## config.mk

```make
export PLATFORM = sky130hd
export DESIGN_NAME = fp_div_seq_flat
export DESIGN_NICKNAME = d
export VERILOG_FILES = /design/src/rtl/fp_pkg.sv /design/src/rtl/fp_div_seq_if.sv /design/src/rtl/fp_div_round_pack.sv /design/src/rtl/fp_div_seq.sv /design/src/flat_wrapper.sv
export SDC_FILE = /design/constraint.sdc
export NUM_CORES = 1
export LEC_CHECK = 0
export CORE_ASPECT_RATIO = 1.1
export CORE_MARGIN = 10
export CORE_UTILIZATION = 35
export DETAILED_ROUTE_END_ITERATION = 6
export DONT_BUFFER_PORTS = 1
export GPL_TIMING_DRIVEN = 0
export PLACE_DENSITY_LB_ADDON = 0.15
export SYNTH_ARGS = -nofsm -noshare
export SYNTH_HDL_FRONTEND = slang
export SYNTH_HIERARCHICAL = 1
export SYNTH_SLANG_ARGS = --single-unit
```

## constraint.sdc

```tcl
create_clock -name clk -period 5.37 [get_ports clk]
set_input_delay 0 -clock clk [delete_from_list [all_inputs] [get_ports clk]]
set_output_delay 0 -clock clk [all_outputs]
set_load 0.05 [all_outputs]
```

## src/rtl/fp_pkg.sv

```systemverilog
// Shared definitions for the floating-point divider.
//   - FP32 field widths, exponent bias and the special result constants
//   - FSM state encoding and operand special-class encoding
//   - classify(): maps an FP32 word onto its special class
package fp_pkg;

    localparam int SIGN_W   = 1;
    localparam int EXP_W    = 8;
    localparam int FRAC_W   = 23;
    localparam int EXP_BIAS = 127;

    // Internal exponent: wide enough for ea - eb + BIAS over all normal
    // inputs (-126 .. 380) plus one step either way from normalisation.
    localparam int SEXP_W = 10;

    typedef logic [SIGN_W+EXP_W+FRAC_W-1:0] fp32_t;
    typedef logic signed [SEXP_W-1:0]       sexp_t;

    localparam fp32_t QNAN = 32'h7FC0_0000;
    localparam fp32_t PINF = 32'h7F80_0000;

    typedef enum logic [1:0] {
        S_IDLE,
        S_DIVIDE,
        S_NORM,
        S_DONE
    } state_e;

    typedef enum logic [1:0] {
        C_ZERO,
        C_INF,
        C_NAN,
        C_NORMAL
    } fp_class_e;

    // Denormals are flushed: any zero exponent field counts as zero.
    function automatic fp_class_e classify(input fp32_t x);
        if (x[FRAC_W +: EXP_W] == '0) begin
            return C_ZERO;
        end
        if (x[FRAC_W +: EXP_W] == '1) begin
            return (x[FRAC_W-1:0] == '0) ? C_INF : C_NAN;
        end
        return C_NORMAL;
    endfunction

endpackage

```

## src/rtl/fp_div_seq_if.sv

```systemverilog
// Start/busy/done handshake between the ALU top and the sequential divider.
//   start     : request a division (master -> slave)
//   a, b      : FP32 dividend / divisor (master -> slave)
//   busy      : divider working (slave -> master)
//   done      : one-cycle completion pulse (slave -> master)
//   result    : FP32 quotient, held until the next done (slave -> master)
//   exception : special input, overflow or underflow (slave -> master)
interface fp_div_seq_if;

    logic          start;
    fp_pkg::fp32_t a;
    fp_pkg::fp32_t b;
    logic          busy;
    logic          done;
    fp_pkg::fp32_t result;
    logic          exception;

    modport master (
        output start, a, b,
        input  busy, done, result, exception
    );

    modport slave (
        input  start, a, b,
        output busy, done, result, exception
    );

endinterface

```

## src/rtl/fp_div_round_pack.sv

```systemverilog
// Combinational normalise / round-to-nearest-even / pack stage of the divider.
//   q         : raw quotient, integer bit at the MSB, then fraction, guard, extra
//   rem_nz    : final partial remainder is non-zero (folds into sticky)
//   sign      : result sign
//   exp_in    : biased exponent before normalisation (signed)
//   result    : packed FP32 quotient (+-inf on overflow, +-0 on underflow)
//   range_exc : overflow or underflow occurred
module fp_div_round_pack
    import fp_pkg::*;
#(
    parameter int QBITS = 26
) (
    input  logic [QBITS-1:0] q,
    input  logic             rem_nz,
    input  logic             sign,
    input  sexp_t            exp_in,
    output fp32_t            result,
    output logic             range_exc
);

    logic [FRAC_W-1:0] frac;
    logic [FRAC_W:0]   frac_rnd;   // carry-out in the MSB
    logic              guard;
    logic              sticky;
    logic              round_up;
    sexp_t             exp_norm;
    sexp_t             exp_fin;

    // NOTE: every variable gets a default at the top of the block so that no
    // path leaves one unassigned; otherwise synthesis infers a latch.
    always_comb begin
        frac     = q[QBITS-2 -: FRAC_W];
        guard    = q[QBITS-25];
        sticky   = q[QBITS-26] | rem_nz;
        exp_norm = exp_in;

        // Quotient below 1.0: the leading one sits one place lower.
        if (!q[QBITS-1]) begin
            frac     = q[QBITS-3 -: FRAC_W];
            guard    = q[QBITS-26];
            sticky   = rem_nz;
            exp_norm = exp_in - sexp_t'(1);
        end

        round_up = guard & (sticky | frac[0]);
        frac_rnd = {1'b0, frac} + {{FRAC_W{1'b0}}, round_up};

        // A carry-out leaves the fraction bits at zero; only bump the exponent.
        exp_fin = frac_rnd[FRAC_W] ? exp_norm + sexp_t'(1) : exp_norm;

        result    = {sign, exp_fin[EXP_W-1:0], frac_rnd[FRAC_W-1:0]};
        range_exc = 1'b0;

        if (exp_fin >= sexp_t'(255)) begin
            result    = {sign, {EXP_W{1'b1}}, {FRAC_W{1'b0}}};
            range_exc = 1'b1;
        end else if (exp_fin <= sexp_t'(0)) begin
            result    = {sign, {(EXP_W+FRAC_W){1'b0}}};
            range_exc = 1'b1;
        end
    end

endmodule

```

## src/rtl/fp_div_seq.sv

```systemverilog
// Sequential IEEE-754 single-precision divider.
// One restoring-division quotient bit per clock, then normalise, round to
// nearest-even and pack. Special operands bypass the iteration.
//   clk   : rising-edge clock
//   reset : asynchronous, active-low reset
//   bus   : start/a/b in; busy/done/result/exception out (slave modport)
module fp_div_seq
    import fp_pkg::*;
#(
    parameter int QBITS = 26,
    parameter int BIAS  = EXP_BIAS
) (
    input logic         clk,
    input logic         reset,
    fp_div_seq_if.slave bus
);

    localparam int             CNT_W    = $clog2(QBITS);
    localparam logic [CNT_W-1:0] CNT_LAST = CNT_W'(QBITS - 1);
    localparam sexp_t          BIAS_S   = sexp_t'(BIAS);

    state_e state_q, state_d;

    // Operation registers.
    logic              sign_q;
    logic [FRAC_W:0]   mb_q;        // divisor mantissa with hidden one
    sexp_t             exp_q;
    logic [FRAC_W+1:0] rem_q;       // partial remainder, one bit wider than mb_q
    logic [QBITS-1:0]  quo_q;
    logic [CNT_W-1:0]  cnt_q;
    logic              special_q;
    fp32_t             pre_res_q;   // preset result for special operands
    fp32_t             result_q;
    logic              exc_q;

    // Operand classification, evaluated while IDLE.
    fp_class_e cls_a, cls_b;
    logic      sign_in;
    logic      sp_any;
    fp32_t     sp_res;
    sexp_t     exp_diff;

    always_comb begin
        cls_a   = classify(bus.a);
        cls_b   = classify(bus.b);
        sign_in = bus.a[SIGN_W+EXP_W+FRAC_W-1] ^ bus.b[SIGN_W+EXP_W+FRAC_W-1];
        sp_any  = (cls_a != C_NORMAL) || (cls_b != C_NORMAL);

        if ((cls_a == C_NAN) || (cls_b == C_NAN) ||
            ((cls_a == C_ZERO) && (cls_b == C_ZERO)) ||
            ((cls_a == C_INF) && (cls_b == C_INF))) begin
            sp_res = QNAN;
        end else if ((cls_a == C_INF) || (cls_b == C_ZERO)) begin
            sp_res = PINF | {sign_in, {(EXP_W+FRAC_W){1'b0}}};
        end else begin
            sp_res = {sign_in, {(EXP_W+FRAC_W){1'b0}}};
        end

        exp_diff = $signed({2'b00, bus.a[FRAC_W +: EXP_W]})
                 - $signed({2'b00, bus.b[FRAC_W +: EXP_W]})
                 + BIAS_S;
    end

    // One restoring step. After a subtract the remainder is below mb_q, so the
    // left shift never loses a set bit.
    logic              q_bit;
    logic [FRAC_W+1:0] rem_sub;
    logic [FRAC_W+1:0] rem_nxt;

    always_comb begin
        q_bit   = (rem_q >= {1'b0, mb_q});
        rem_sub = q_bit ? (rem_q - {1'b0, mb_q}) : rem_q;
        rem_nxt = rem_sub << 1;
    end

    fp32_t rp_result;
    logic  rp_exc;

    fp_div_round_pack #(
        .QBITS (QBITS)
    ) u_round_pack (
        .q         (quo_q),
        .rem_nz    (|rem_q),
        .sign      (sign_q),
        .exp_in    (exp_q),
        .result    (rp_result),
        .range_exc (rp_exc)
    );

    // NOTE: sequential state uses non-blocking assignments so every register
    // samples pre-edge values, independent of statement order.
    always_ff @(posedge clk or negedge reset) begin
        if (!reset) begin
            state_q <= S_IDLE;
        end else begin
            state_q <= state_d;
        end
    end

    logic busy_d;
    logic done_d;

    always_comb begin
        state_d = state_q;
        busy_d  = 1'b0;
        done_d  = 1'b0;
        unique case (state_q)
            S_IDLE: begin
                if (bus.start) begin
                    state_d = sp_any ? S_NORM : S_DIVIDE;
                end
            end
            S_DIVIDE: begin
                busy_d = 1'b1;
                if (cnt_q == CNT_LAST) begin
                    state_d = S_NORM;
                end
            end
            S_NORM: begin
                busy_d  = 1'b1;
                state_d = S_DONE;
            end
            S_DONE: begin
                done_d  = 1'b1;
                state_d = S_IDLE;
            end
            default: state_d = S_IDLE;
        endcase
    end

    // NOTE: the datapath registers are reset along with the state so that an
    // abort mid-division leaves no stale operand or result visible.
    always_ff @(posedge clk or negedge reset) begin
        if (!reset) begin
            sign_q    <= 1'b0;
            mb_q      <= '0;
            exp_q     <= '0;
            rem_q     <= '0;
            quo_q     <= '0;
            cnt_q     <= '0;
            special_q <= 1'b0;
            pre_res_q <= '0;
            result_q  <= '0;
            exc_q     <= 1'b0;
        end else begin
            unique case (state_q)
                S_IDLE: begin
                    if (bus.start) begin
                        sign_q    <= sign_in;
                        mb_q      <= {1'b1, bus.b[FRAC_W-1:0]};
                        exp_q     <= exp_diff;
                        rem_q     <= {2'b01, bus.a[FRAC_W-1:0]};
                        quo_q     <= '0;
                        cnt_q     <= '0;
                        special_q <= sp_any;
                        pre_res_q <= sp_res;
                    end
                end
                S_DIVIDE: begin
                    rem_q <= rem_nxt;
                    quo_q <= {quo_q[QBITS-2:0], q_bit};
                    cnt_q <= cnt_q + CNT_W'(1);
                end
                S_NORM: begin
                    if (special_q) begin
                        result_q <= pre_res_q;
                        exc_q    <= 1'b1;
                    end else begin
                        result_q <= rp_result;
                        exc_q    <= rp_exc;
                    end
                end
                default: ;
            endcase
        end
    end

    assign bus.busy      = busy_d;
    assign bus.done      = done_d;
    assign bus.result    = result_q;
    assign bus.exception = exc_q;

endmodule

```

## src/flat_wrapper.sv

```systemverilog
// flat-port wrapper written by rule: the top's interface ports become plain ports
module fp_div_seq_flat import fp_pkg::*;
#(
    parameter int QBITS = 26,
    parameter int BIAS  = EXP_BIAS
)
  (clk, reset, bus_start, bus_a, bus_b, bus_busy, bus_done, bus_result, bus_exception);
  fp_div_seq_if bus_i ();
  input logic clk;
  input logic reset;
  input wire logic [$bits(bus_i.start)-1:0] bus_start;
  input wire logic [$bits(bus_i.a)-1:0] bus_a;
  input wire logic [$bits(bus_i.b)-1:0] bus_b;
  output wire logic [$bits(bus_i.busy)-1:0] bus_busy;
  output wire logic [$bits(bus_i.done)-1:0] bus_done;
  output wire logic [$bits(bus_i.result)-1:0] bus_result;
  output wire logic [$bits(bus_i.exception)-1:0] bus_exception;
  assign bus_i.start = bus_start;
  assign bus_i.a = bus_a;
  assign bus_i.b = bus_b;
  assign bus_busy = bus_i.busy;
  assign bus_done = bus_i.done;
  assign bus_result = bus_i.result;
  assign bus_exception = bus_i.exception;
  fp_div_seq #(.QBITS(QBITS), .BIAS(BIAS)) u_core (.clk(clk), .reset(reset), .bus(bus_i));
endmodule
```

==> summary.md <==
| Metric | Value |
|---|---|
| Leak | 4.60 nW |
| Max-Cap Viols | 0 |
| Via Count | 8,197 |
| Initial antenna violation count | 0 |
| NumNets Final | 1,253 |
| Setup Crit Path Kind | flop to flop |
| Worst Hold Class | input port to flop |
| I/O pin count | 102 |
| Mapped Nets | 1,177 |
| Global-route wire length before repair | 46.1 mm |
| Most common flop cell mapped by yosys | dfrtp_1 |
| Num Clock Sinks | 130 |
| Die Width | 177 um |
| Final ANT Viol Nets | 0 |
| Post-layout util | 41.4% |
| Maximum vdd drop | 362 uV |
| Setup TNS | 0 ps |
| Critical-path cell list | buf_6, buf_6, clkbuf_1, clkbuf_1, nand2_1, a21boi_0, ha_1, nand3_1, nor4_1, nand3_1, nor4_1, nor2_1, a21o_1, a221oi_1, nor3_2, mux2i_1, a21oi_1 |
| Setup WS pre-CTS | 472 ps |
| Full die area | 34,000 um^2 |
| Largest stage delay on the critical path | 890 ps |
| Fmax | 203 MHz |
| Site Rows | 63 |
| Crit end category | flop |
| Largest net degree at the start of global routing | 131 |
| CTS buffer count | 17 |
| Effective utilization at floorplan | 35.3% |
| Clock transition at path regs | 60 ps |
| Avg WL per Cell | 18.8 um |
| Slowest cell on crit path | nor4_1 |
| CP Data Required Time | 5650 ps |
| Crit path DAT | 5210 ps |
| Max FO, Critical Path | 10 |
| Synth area leaders | dfrtp_1 34%, ha_1 5.7%, a22o_1 4.6% |
| Clk_lat worst skew | 420 ps |
| Final setup fails | 0 |
| Startpoint Class | flop |
| Synthesized instance count | 1,066 |
| Leading area contributor after synthesis | dfrtp_1 |
| Dpl hpwl | 21.4 mm |
| Register area share after synthesis | 34.4% |
| Placed Cells incl. Taps | 1,423 |
| GPL Wtd Cong | 0.893 |
| Non-filler cells, final | 1,512 |
| Std-Cell Core Area | 26,800 um^2 |
| Ys async rst share | 100% |
| Setup WS post-layout | 437 ps |
| Fin. max-slew vios | 0 |
| Overflow after GRT | 0 |
| Number of I/O port buffers | 0 |
| RSZ-0062 raised after global routing | no |
| Final period util | 91.9% |
| Max H-tree Level | 4 |
| Resized Gates After CTS | 0 |
| # DRC | 0 |
| Via density | 5.42 |
| Tightest Pin Transition | 1060 ps |
| Wirelength, routed | 28.4 mm |
| Synth Cell Area | 9460 um^2 |
| Fillcell total | 2,690 |
| Initial drt markers | 463 |
| Share of post-route cells with drive strength above 1 | 8.32% |
| Synthesis-to-finish area growth | 17.4% |
| Yosys warns | 6 |
| Syn Area/Cell | 8.88 um^2 |
| #FFs+latches synth | 130 |
| Drt first pass iters | 5 |
| Setup repair bufs after CTS | 0 |
| CTS Buffer Depth | 2 |
| Final hold vios | 0 |
| Buf/Inv on CP | 4 |
| Top cell type's share of synthesized area | 34.4% |
| CTS tree | done |
| Status | finished clean |
| Post-synth EDFFs | 0 |
| Die Ht | 192 um |
| Worst slew margin | 28.6% |
| Vias in the first global route | 8,339 |
| Clk_skew | 14.2 ps |
| Worst path top cell family by delay | simple AND/OR/NAND/NOR gates |
| Root buffer cell | clkbuf_16 |
| Tot Pwr | 0.00712 W |
| Cts hold-fix bufs | 57 |
| Gr usage total | 17.0% |
| Yosys cell types | 83 |
| Crit path time final | 4930 ps |
| Pwr/cell area | 641 nW/um^2 |
==> worst min-delay path, stage by stage <==
cell and delay (ps):
nand2_1 150, and2_1 150, a31o_2 90
==> cell type report <==
type                            instances  area, um^2  share of cell area, %
Clock buffer                           20         457                   4.11
Sequential cell                       130        3250                   29.3
Inverter                               60         225                   2.03
Tap cell                              357         447                   4.02
Buffer                                 58         277                   2.49
Antenna cell                            1        2.50                 0.0225
Clock inverter                         11         153                   1.37
Multi-Input combinational cell        818        5710                   51.4
Timing Repair Buffer                   57         588                   5.29
==> final timing paths <==
path / start / endpoint / slack (ps) / cells after the start
hold reg to reg: u_core/mb_q[23]$_DFFE_PN0P_ / u_core/mb_q[23]$_DFFE_PN0P_ / 450 / 2
max in group asynchronous: reset / u_core/rem_q[6]$_DFFE_PN0P_ / 4590 / 2
setup / recovery: u_core/quo_q[25]$_DFFE_PN0P_ / u_core/bus.result[22]$_DFFE_PN0P_ / 440 / 17
hold / removal: bus_start / u_core/exp_q[9]$_DFFE_PN0P_ / 10 / 3
min in group asynchronous: reset / u_core/bus.result[31]$_DFFE_PN0P_ / 250 / 2
setup reg to reg: u_core/quo_q[25]$_DFFE_PN0P_ / u_core/bus.result[22]$_DFFE_PN0P_ / 440 / 17
==> per-layer routing <==
layer	part of all wire [%]	track usage [%]	vias up
li1	-	-	4059
met1	44	20.9	3929
met2	49	29.3	176
met3	5.3	3.29	33
met4	2.2	5.69	0
met5	0	0	-
==> synth_stat cells (33+ instances only) <==
cell / count
a21oi_1: 59
mux2i_1: 34
nor2_1: 71
xor2_1: 33
o21ai_0: 81
ha_1: 43
nand2_1: 93
clkbuf_1: 39
inv_1: 60
dfrtp_1: 130
a22o_1: 50
xnor2_1: 45
==> kinds of logic (layout without fill, tap and decap cells) <==
logic type | after synthesis | after routing | synth area share, %
and+or+nand+nor | 343 | 343 | 19.8
AOI/OAI and AO/OA | 311 | 311 | 22.9
muxes | 41 | 41 | 4.43
buffers and inverters | 118 | 206 | 5.30
other | 0 | 1 | 0
xor gates and xnor gates | 78 | 78 | 7.22
adders and majority gates | 45 | 45 | 6.00
DFF | 130 | 130 | 34.4
==> layout by cell type (no fill, tap or decap), types with 40 or more instances in the layout <==
cell type and instances:
xnor2_1 45, a21oi_1 59, clkbuf_1 40, o21ai_0 81, inv_1 60, ha_1 43
nand2_1 93, a22o_1 50, dlygate4sd3_1 56, nor2_1 71, dfrtp_1 130
==> registers in the layout, indices dropped and copies added (netlist names) <==
register and cells:
u_core/state_q 2, u_core/special_q 1, u_core/bus.result 32, u_core/bus.exception 1, u_core/quo_q 26, u_core/pre_res_q 3
u_core/exp_q 10, u_core/sign_q 1, u_core/rem_q 25, u_core/mb_q 24, u_core/cnt_q 5
==> stage by stage <==
step / area [um^2] / hold slack [ps]
floorplan: 9460 / -296
global placement: 9910 / -288
detailed placement: 9910 / -287
CTS: 11100 / 6.45
global route: 11100 / 52.7
finish: 11100 / 14.8
==> power breakdown <==
part	leakage, nW	internal, W	total [W]	switching, W
sequential	1.66	0.00132	0.00187	0.000550
clock	0.289	0.000756	0.00121	0.000453
combinational	2.65	0.00162	0.00404	0.00242
Power figures use the tool's default switching activity.
